--- config.mk ---
export PLATFORM = sky130hd
export DESIGN_NAME = hex_display_scan
export DESIGN_NICKNAME = d
export VERILOG_FILES = /design/src/rtl/hex_display_scan.v.sv
export SDC_FILE = /design/constraint.sdc
export NUM_CORES = 1
export LEC_CHECK = 0
export ABC_AREA = 1
export BUFFER_PORTS_ARGS = -buffer_cell sky130_fd_sc_hd__buf_4
export CORE_MARGIN = 5
export CORE_UTILIZATION = 50
export DETAILED_ROUTE_END_ITERATION = 8
export GPL_ROUTABILITY_DRIVEN = 0
export PLACE_DENSITY = 0.69
export SLEW_MARGIN = 10
export SYNTH_ARGS = -nofsm -noshare
export SYNTH_HDL_FRONTEND = slang
export SYNTH_SLANG_ARGS = --single-unit
--- constraint.sdc ---
create_clock -name i_clk -period 1.45 [get_ports i_clk]
set_input_delay 0.435 -clock i_clk [delete_from_list [all_inputs] [get_ports i_clk]]
set_output_delay 0.435 -clock i_clk [all_outputs]
set_load 0.01 [all_outputs]
--- src/rtl/hex_display_scan.v.sv ---
// hex_display_scan: time-multiplexed driver for NUM_DIGITS common-anode 7-segment hex digits.
// Optional decimal-point output is enabled by defining HEX_DISPLAY_SCAN_DP_EN.
module hex_display_scan #(
   parameter int NUM_DIGITS   = 4,
   parameter int SCAN_DIV     = 50000,
   parameter int BLINK_FRAMES = 32
) (
   input  logic                    i_clk,
   input  logic                    i_resetn,
   input  logic                    i_load,
   input  logic [4*NUM_DIGITS-1:0] i_data,
   input  logic [NUM_DIGITS-1:0]   i_blank_mask,
   input  logic [NUM_DIGITS-1:0]   i_blink_mask,
   input  logic                    i_lz_blank,
`ifdef HEX_DISPLAY_SCAN_DP_EN
   input  logic [NUM_DIGITS-1:0]   i_dp_mask,
   output logic                    o_dp,
`endif
   output logic [6:0]              o_seg,
   output logic [NUM_DIGITS-1:0]   o_an,
   output logic                    o_frame
);

   localparam int IDX_W = (NUM_DIGITS > 1) ? $clog2(NUM_DIGITS) : 1;
   localparam int PW    = $clog2(SCAN_DIV);
   localparam int BW    = $clog2(BLINK_FRAMES + 1);

   logic [NUM_DIGITS-1:0][3:0] r_data;
   logic [NUM_DIGITS-1:0]      r_blank;
   logic [NUM_DIGITS-1:0]      r_blink;
   logic                       r_lz;
   logic [PW-1:0]              r_presc;
   logic [IDX_W-1:0]           r_idx;
   logic [BW-1:0]              r_bcnt;
   logic                       r_phase;   // 1 = blinking digits visible

   logic [NUM_DIGITS-1:0]      w_upz;
   logic [3:0]                 w_nib;
   logic                       w_dark;
   logic                       w_step;
   logic                       w_last;
   logic [NUM_DIGITS-1:0]      w_an;
   logic [6:0]                 w_seg;

   function automatic logic [6:0] f_decode(input logic [3:0] n);
      case (n)
         4'h0: f_decode = 7'h40;
         4'h1: f_decode = 7'h79;
         4'h2: f_decode = 7'h24;
         4'h3: f_decode = 7'h30;
         4'h4: f_decode = 7'h19;
         4'h5: f_decode = 7'h12;
         4'h6: f_decode = 7'h02;
         4'h7: f_decode = 7'h78;
         4'h8: f_decode = 7'h00;
         4'h9: f_decode = 7'h10;
         4'hA: f_decode = 7'h08;
         4'hB: f_decode = 7'h03;
         4'hC: f_decode = 7'h27;
         4'hD: f_decode = 7'h21;
         4'hE: f_decode = 7'h06;
         default: f_decode = 7'h0E;
      endcase
   endfunction

   // w_upz[i]: nibbles i..NUM_DIGITS-1 are all zero (blanked digits still count)
   always_comb begin
      w_upz = '0;
      w_upz[NUM_DIGITS-1] = (r_data[NUM_DIGITS-1] == 4'h0);
      for (int i = NUM_DIGITS - 2; i >= 0; i--)
         w_upz[i] = (r_data[i] == 4'h0) && w_upz[i+1];
   end

   always_comb begin
      w_step = (r_presc == PW'(SCAN_DIV - 1));
      w_last = (r_idx == IDX_W'(NUM_DIGITS - 1));
      w_nib  = r_data[r_idx];
      w_dark = r_blank[r_idx] | (r_blink[r_idx] & ~r_phase) |
               (r_lz & (r_idx != '0) & w_upz[r_idx]);
      w_an   = '1;
      w_seg  = 7'h7F;
      if (!w_dark) begin
         w_an[r_idx] = 1'b0;
         w_seg       = f_decode(w_nib);
      end
   end

   always_ff @(posedge i_clk or negedge i_resetn) begin
      if (!i_resetn) begin
         r_data  <= '0;
         r_blank <= '0;
         r_blink <= '0;
         r_lz    <= 1'b0;
      end else if (i_load) begin
         r_data  <= i_data;
         r_blank <= i_blank_mask;
         r_blink <= i_blink_mask;
         r_lz    <= i_lz_blank;
      end
   end

   always_ff @(posedge i_clk or negedge i_resetn) begin
      if (!i_resetn) begin
         r_presc <= '0;
         r_idx   <= '0;
         o_frame <= 1'b0;
      end else begin
         o_frame <= w_step & w_last;
         if (w_step) begin
            r_presc <= '0;
            r_idx   <= w_last ? '0 : r_idx + 1'b1;
         end else begin
            r_presc <= r_presc + 1'b1;
         end
      end
   end

   // Blink counter advances on the registered frame pulse
   always_ff @(posedge i_clk or negedge i_resetn) begin
      if (!i_resetn) begin
         r_bcnt  <= '0;
         r_phase <= 1'b1;
      end else if (o_frame) begin
         if (r_bcnt == BW'(BLINK_FRAMES - 1)) begin
            r_bcnt  <= '0;
            r_phase <= ~r_phase;
         end else begin
            r_bcnt  <= r_bcnt + 1'b1;
         end
      end
   end

   always_ff @(posedge i_clk or negedge i_resetn) begin
      if (!i_resetn) begin
         o_seg <= 7'h7F;
         o_an  <= '1;
      end else begin
         o_seg <= w_seg;
         o_an  <= w_an;
      end
   end

`ifdef HEX_DISPLAY_SCAN_DP_EN
   logic [NUM_DIGITS-1:0] r_dp_mask;

   always_ff @(posedge i_clk or negedge i_resetn) begin
      if (!i_resetn) begin
         r_dp_mask <= '0;
         o_dp      <= 1'b1;
      end else begin
         if (i_load) r_dp_mask <= i_dp_mask;
         o_dp <= w_dark | ~r_dp_mask[r_idx];
      end
   end
`endif

endmodule

==> run_results.csv, run 1 <==
group,metric,value,unit
status,status,"complete, but fails checks",
status,violations,"setup timing",
finish,final_area,0.00421,sq mm
floorplan,fp.dieArea,0.00831,sq mm
cts,clk_pin_slew,70,ps
logic_synthesis,ys_seq_elements,62,
logic_synthesis,yosysMostFrequentCell,"nand2_1",
logic_synthesis,synth_nets,419,
route,drtIter0Drc,128,
timing,fin_setup_tns,-48.2,ps
logic_synthesis,synth-xor-area-share,2.66,%
global_routing,globalRoute.totalOverflow,0,
logic_synthesis,synth_compound_area_share,3.11,%
logic_synthesis,synth_top_area_share,38.0,%
timing,worst_pin_slew,296,ps
cts,cts_tree,"yes",
worst_setup_path,reg2reg_from,"r_idx[0]",
global_routing,grt_antenna_before_repair,0,
worst_setup_path,cp_slowest_stage_delay,400,ps
place,placedCellCount,507,
cts,htreeDepth,3,
timing,rsz0062_at_grt,"true",
worst_setup_path,worst_path_max_delay_cell,"dfrtp_1",
finish,synthToLayoutAreaGrowth,27.8,%
worst_setup_path,cpMostUsedCell,"nand3_2",
logic_synthesis,synth.distinct_cells,32,
logic_synthesis,synth-simple-area-share,28.5,%
finish,nets,490,
logic_synthesis,async_flop_share,100,%
timing,fmax,674,MHz
timing,fin_crit_sh,102,%
pwr,seqPwrFrac,48.2,%
route,wirelength,6.77,mm
timing,whs,299,ps
route,final_antenna_net_count,0,
pwr,power_per_cell_area,936,mW/mm^2
finish,final_core_util,66.0,%
finish,diodes,0,
logic_synthesis,synth-edff-count,0,
logic_synthesis,ys_top_cells_by_count,"nand2_1, dfrtp_1, nor2_1",
floorplan,ios,40,
floorplan,die_x,91.2,um
worst_hold_path,hold_class,"in2reg",
timing,maxSlewHeadroom,80.3,%
worst_setup_path,cp.arrival,1750,ps
flow_run,drv_cap,0,
timing,fin_ws,-33.8,ps
pwr,swShare,25.7,%
global_routing,grt_pass1_vias,2604,
pwr,internal-power,2.93,mW
floorplan,die_y,91.2,um
cts,cts-root-buf,"clkbuf_8",
route,routedWlPerCell,12.7,um
cts,cts.sinks,62,
finish,drive_gt1_share,38.7,%
logic_synthesis,syn_area,0.00330,sq mm
pwr,pwr-share-comb,13.3,%
pwr,p_total,3.94,mW
finish,instances_no_fill,532,
logic_synthesis,synth_mux_area_share,5.47,%
worst_setup_path,worstPathCellList,"buf_12, inv_12, nand2_2, nand3_2, nand2_4, ha_2, inv_1, nand3_2, nand3_2, nand2_1, inv_1, nand2_1",
timing,report.final.slew_viol_count,0,
logic_synthesis,ys.flop_type,"dfrtp_1",
route,via_per_inst,4.88,
logic_synthesis,synth_cells,379,
worst_setup_path,path_buf_inv,4,
worst_setup_path,cp.required,1720,ps
logic_synthesis,yosys_warnings,0,
place,dp_slack,-72.2,ps
worst_setup_path,worstSetupPathType,"reg2reg",
global_routing,grt_first_pass_wirelength,11.7,mm
timing,post-route-min-period,1480,ps
route,first_pass_iters,4,
cts,worstSkewPairLatency,340,ps
floorplan,rows,29,
pwr,p_sw,1.01,mW
timing,setup_viol_count_final,3,
worst_setup_path,cp_max_fo,11,
timing,hold_viol,0,
logic_synthesis,synthAdderAreaFrac,4.56,%
floorplan,start_util,51.6,%
global_routing,grt_max_degree,32,
place,postPlaceCellArea,0.00384,sq mm
global_routing,grt_usage,17.3,%
cts,max-clock-path-buffers,2,
place,port_buffers,39,
pwr,pwr-share-clk,38.5,%
floorplan,core-area,0.00639,sq mm
worst_hold_path,holdCritStartpoint,"i_data[7]",
pwr,p_leak,2.07,nW
worst_setup_path,cp-start-kind,"flop",
logic_synthesis,seq_area_frac_synth,47.5,%
timing,skew,4.78,ps
worst_setup_path,cp_top_family,"simple AND/OR/NAND/NOR gates",
logic_synthesis,netlist_top_cells_area,"dfrtp_1, nand2_1, dfstp_2",
logic_synthesis,syn_avg_cell_area,8.70,sq um
logic_synthesis,synth_top_family_by_area,"simple AND/OR/NAND/NOR gates",
route,drc_errors,0,
cts,cts_made_buffers,9,
logic_synthesis,synth_top_cell_by_area,"dfrtp_1",
finish,fillCellCount,513,
pwr,vdd_ir_drop_max,0.692,mV
worst_setup_path,worstSetupStartpoint,"r_idx[0]",
place,dpl.hpwl,4.95,mm
route,num_vias,2596,
worst_setup_path,crit_path_end_kind,"flop",
layout make-up:
class / count / area (sq um) / share of cell area (%)
multi-input combinational: 262 / 1590 / 37.8
timing repair buffer: 69 / 557 / 13.2
tap: 77 / 96.3 / 2.29
inverter: 46 / 201 / 4.78
clock buffer: 10 / 138 / 3.27
sequential: 62 / 1570 / 37.2
clock inverter: 6 / 61.3 / 1.46
layer usage:
metal  up-vias  share of wire (%)  track usage [%]
li1       1327                  -                -
met2        42                 51             29.2
met1      1223                 44             21.3
met4         0               0.64             4.65
met5         -                  0                0
met3         4                4.1             5.70
tightest hold or removal path: stages:
cell and delay (ps):
buf_4 70, nand2_1 40, o21ai_0 50
power groups by stage:
| stage | Clock (mW) | Combinational [mW] | Sequential (mW) |
|---|---|---|---|
| after floorplan | 0 | 0.280 | 1.93 |
| after global placement | 0 | 0.496 | 1.93 |
| after detailed placement | 0 | 0.507 | 1.93 |
| after CTS | 1.55 | 0.524 | 1.90 |
| after global routing | 1.65 | 0.588 | 1.92 |
| final | 1.52 | 0.524 | 1.90 |
final timing paths:
path / to / slack (ps) / depth (start not counted)
max in group asynchronous: o_an[3] / 400 / 3
worst max-delay path: o_seg[0] / -30 / 12
worst max register to register: o_seg[0] / -30 / 12
min in group asynchronous: r_bcnt[5] / 500 / 2
worst min-delay path: r_data[7] / 300 / 3
worst min register to register: r_bcnt[4] / 470 / 1
timing repair:
item | CTS | global route
resized for setup | 17 | 13
hold endpoints to repair | 15 | 0
pin swaps | 5 | 7
hold buffers | 1 | 0
setup buffers | 6 | 2
endpoints found under the setup margin | 12 | 26
cloned | 1 | 0
sequential cells by signal, summed over array words and instances (netlist names):
signal   count
r_data      16
r_presc     16
o_seg        7
r_bcnt       6
o_an         4
r_blank      4
r_blink      4
r_idx        2
o_frame      1
r_lz         1
r_phase      1
layout by cell type, fill, tap and decap left out, types with 4 or more instances in the layout:
master	instances
inv_1	39
nor2_2	7
nand3_1	15
xor2_1	9
dfstp_2	12
nand2_2	15
ha_1	5
dfrtp_1	49
mux2_2	16
clkbuf_8	10
nor2_1	42
nand2_1	90
buf_4	63
nand3_2	15
o21ai_0	11
o21ai_1	4
nor3_1	8
ha_2	5
clkinv_2	4
cell families (layout without fill, tap and decap cells):
group | Yosys count | after routing
buffers and inverters | 55 | 131
xor gates and xnor gates | 10 | 10
DFF | 62 | 62
muxes | 16 | 16
and+or+nand+nor | 205 | 205
AOI/OAI and AO/OA | 19 | 19
adders and majority gates | 12 | 12
No activity file was read; power rests on OpenSTA's default activity.
==> run 2: changes to the inputs <==
ABC_AREA = 0   (was 1)
PLACE_DENSITY = 0.7   (was 0.69)
==> run 2 against run 1 <==
The run still ends with setup timing left. Flip-flop and latch count unchanged. First-iteration DRC count up 7.0%. Synthesized cell count decreased by 38%. Sequential power about the same. Via count decreased by 9.7%. Final area increased by 0.59%. Synthesized area down 9.9%. Global-route usage increased by 3.9 points.
==> run_results.csv, run 2 <==
group,metric,value,unit
finish,mostFrequentLayoutCells,"buf_4, dfrtp_1, mux2_2, dfstp_2, nand2_1",
pwr,pwr-share-clk,39.6,%
logic_synthesis,synth-edff-count,0,
worst_setup_path,cp_max_fo,4,
worst_setup_path,worstSetupStartpoint,"r_idx[1]",
logic_synthesis,synth_cells,236,
pwr,power_per_cell_area,975,mW/mm^2
route,via_per_inst,5.64,
route,drtIter0Drc,137,
pwr,p_leak,1.85,nW
place,port_buffers,39,
logic_synthesis,syn_avg_cell_area,12.6,sq um
pwr,swShare,24.0,%
logic_synthesis,async_flop_share,100,%
worst_setup_path,crit_path_end_kind,"flop",
timing,report.final.slew_viol_count,0,
cts,cts_tree,"yes",
timing,hold_viol,0,
logic_synthesis,netlist_top_cells_area,"dfrtp_1, dfstp_2, mux2_2",
worst_setup_path,cp.arrival,2070,ps
cts,max-clock-path-buffers,2,
timing,fin_setup_tns,-5520,ps
timing,fin_crit_sh,125,%
floorplan,rows,28,
finish,diodes,0,
finish,regArea,0.00157,sq mm
floorplan,die_y,87.1,um
logic_synthesis,synth.distinct_cells,40,
cts,cts_made_buffers,9,
route,num_vias,2345,
worst_setup_path,worstSetupPathType,"reg2reg",
global_routing,globalRoute.totalOverflow,0,
worst_hold_path,hold_class,"in2reg",
worst_setup_path,reg2reg_from,"r_idx[1]",
logic_synthesis,synth_nets,276,
timing,maxSlewHeadroom,72.3,%
pwr,p_sw,0.993,mW
worst_setup_path,cp_slowest_stage_delay,610,ps
finish,final_common_cell,"buf_4",
floorplan,core-area,0.00585,sq mm
route,drc_errors,0,
place,dp_slack,-361,ps
floorplan,start_util,50.7,%
timing,rsz0062_at_grt,"true",
cts,cts.sinks,62,
global_routing,grt_antenna_before_repair,0,
cts,htreeDepth,3,
route,routedWlPerCell,17.5,um
pwr,internal-power,3.14,mW
floorplan,fp.dieArea,0.00758,sq mm
place,dpl.hpwl,4.63,mm
finish,fillCellCount,397,
timing,fmax,550,MHz
cts,cts-root-buf,"clkbuf_8",
logic_synthesis,synth_top_area_share,42.1,%
finish,final_area,0.00424,sq mm
route,wirelength,7.29,mm
logic_synthesis,syn_area,0.00297,sq mm
timing,skew,11.4,ps
worst_setup_path,cp-start-kind,"flop",
cts,clk_pin_slew,70,ps
route,final_antenna_net_count,0,
pwr,vdd_ir_drop_max,0.566,mV
place,postPlaceCellArea,0.00371,sq mm
cts,worstSkewPairLatency,340,ps
timing,setup_viol_count_final,23,
finish,nets,376,
finish,multi_input_area,0.00158,sq mm
finish,final_core_util,72.4,%
floorplan,die_x,87.1,um
logic_synthesis,yosysMostFrequentCell,"dfrtp_1",
status,violations,"setup timing",
logic_synthesis,ys_seq_elements,62,
global_routing,grt_max_degree,26,
global_routing,grt_first_pass_wirelength,12.3,mm
logic_synthesis,ys_top_cells_by_count,"dfrtp_1, mux2_2, nand2_1",
finish,largestRegisters,"r_data (16), r_presc (16), o_seg (7)",
logic_synthesis,seq_area_frac_synth,52.8,%
logic_synthesis,synth_top_cell_by_area,"dfrtp_1",
global_routing,grt_usage,21.2,%
worst_setup_path,worstPathCellList,"mux4_2, inv_4, ha_4, or3b_4, o2111ai_2",
pwr,p_total,4.13,mW
floorplan,ios,40,
timing,worst_pin_slew,411,ps
worst_setup_path,cp.required,1710,ps
logic_synthesis,yosys_warnings,0,
worst_setup_path,worst_path_max_delay_cell,"mux4_2",
pwr,pwr-share-comb,14.1,%
status,status,"complete, but fails checks",
timing,fin_ws,-367,ps
finish,synthToLayoutAreaGrowth,42.7,%
finish,drive_gt1_share,58.7,%
flow_run,drv_cap,0,
pwr,seqPwrFrac,46.3,%
global_routing,grt_pass1_vias,2510,
route,first_pass_iters,4,
timing,post-route-min-period,1820,ps
worst_hold_path,holdCritStartpoint,"i_data[3]",
logic_synthesis,ys.flop_type,"dfrtp_1",
run 2: critical path: cells and delay by family (launching register included):
kind	cells	cell delay, ps
AO/OA/AOI/OAI	1	90
adder cells (fa/ha/maj)	1	130
buffers and inverters	1	130
flip-flops	1	410
multiplexers	1	610
AND/OR/NAND/NOR	1	370
run 2: worst paths after layout:
path                                    to  slack (ps)  cells after the start
worst max register to register    o_seg[2]        -370                      5
worst min-delay path             r_data[3]         320                      2
min in group asynchronous       r_presc[9]         520                      2
worst max-delay path              o_seg[2]        -370                      5
worst min register to register   r_bcnt[4]         480                      1
max in group asynchronous          o_an[0]         410                      3
run 2: cells by family (layout without fill, tap and decap cells):
family	count (synthesis)	count (layout)	synth area share [%]
AO/OA/AOI/OAI	24	25	5.01
flip-flops	62	62	52.8
AND/OR/NAND/NOR	71	71	13.7
XOR/XNOR	16	16	4.72
adder cells (fa/ha/maj)	12	12	5.06
buffers and inverters	15	118	2.53
multiplexers	36	37	16.2
run 2: repair_timing:
item / in CTS / in global routing
pin swaps: 6 / 11
gates resized for setup: 36 / 25
hold buffers: 1 / 0
cloned: 2 / 0
endpoints found under the setup margin: 25 / 27
hold endpoints to repair: 10 / 0
setup buffers: 5 / 2
run 2: stage by stage:
step                      hold WS, ps  instances
after floorplan                   139        236
after global placement            341        391
after detailed placement          343        391
after CTS                         306        414
after global routing              315        416
final                             319        416
run 2: layout make-up:
| type | instances | share of cell area (%) |
|---|---|---|
| Clock inverter | 4 | 1.74 |
| Multi-Input combinational cell | 161 | 37.2 |
| Sequential cell | 62 | 37.1 |
| Tap cell | 75 | 2.21 |
| Clock buffer | 12 | 3.19 |
| Timing Repair Buffer | 95 | 17.9 |
| Inverter | 7 | 0.738 |
run 2: power by group through the flow:
stage,sequential (mW),combinational (mW),clock (mW)
floorplan,1.93,0.233,0
global placement,1.93,0.468,0
detailed placement,1.94,0.484,0
CTS,1.91,0.544,1.67
global route,1.92,0.633,1.74
finish,1.91,0.583,1.64
run 2: metal layers:
| metal | GRT usage (%) | routed length (um) | share of wire [%] | up-vias |
|---|---|---|---|---|
| met1 | 27.4 | 3130 | 43 | 1175 |
| met3 | 4.35 | 419 | 5.7 | 17 |
| met2 | 34.0 | 3560 | 49 | 87 |
| li1 | - | - | - | 1066 |
| met4 | 10.2 | 180 | 2.5 | 0 |
| met5 | 0 | 0 | 0 | - |
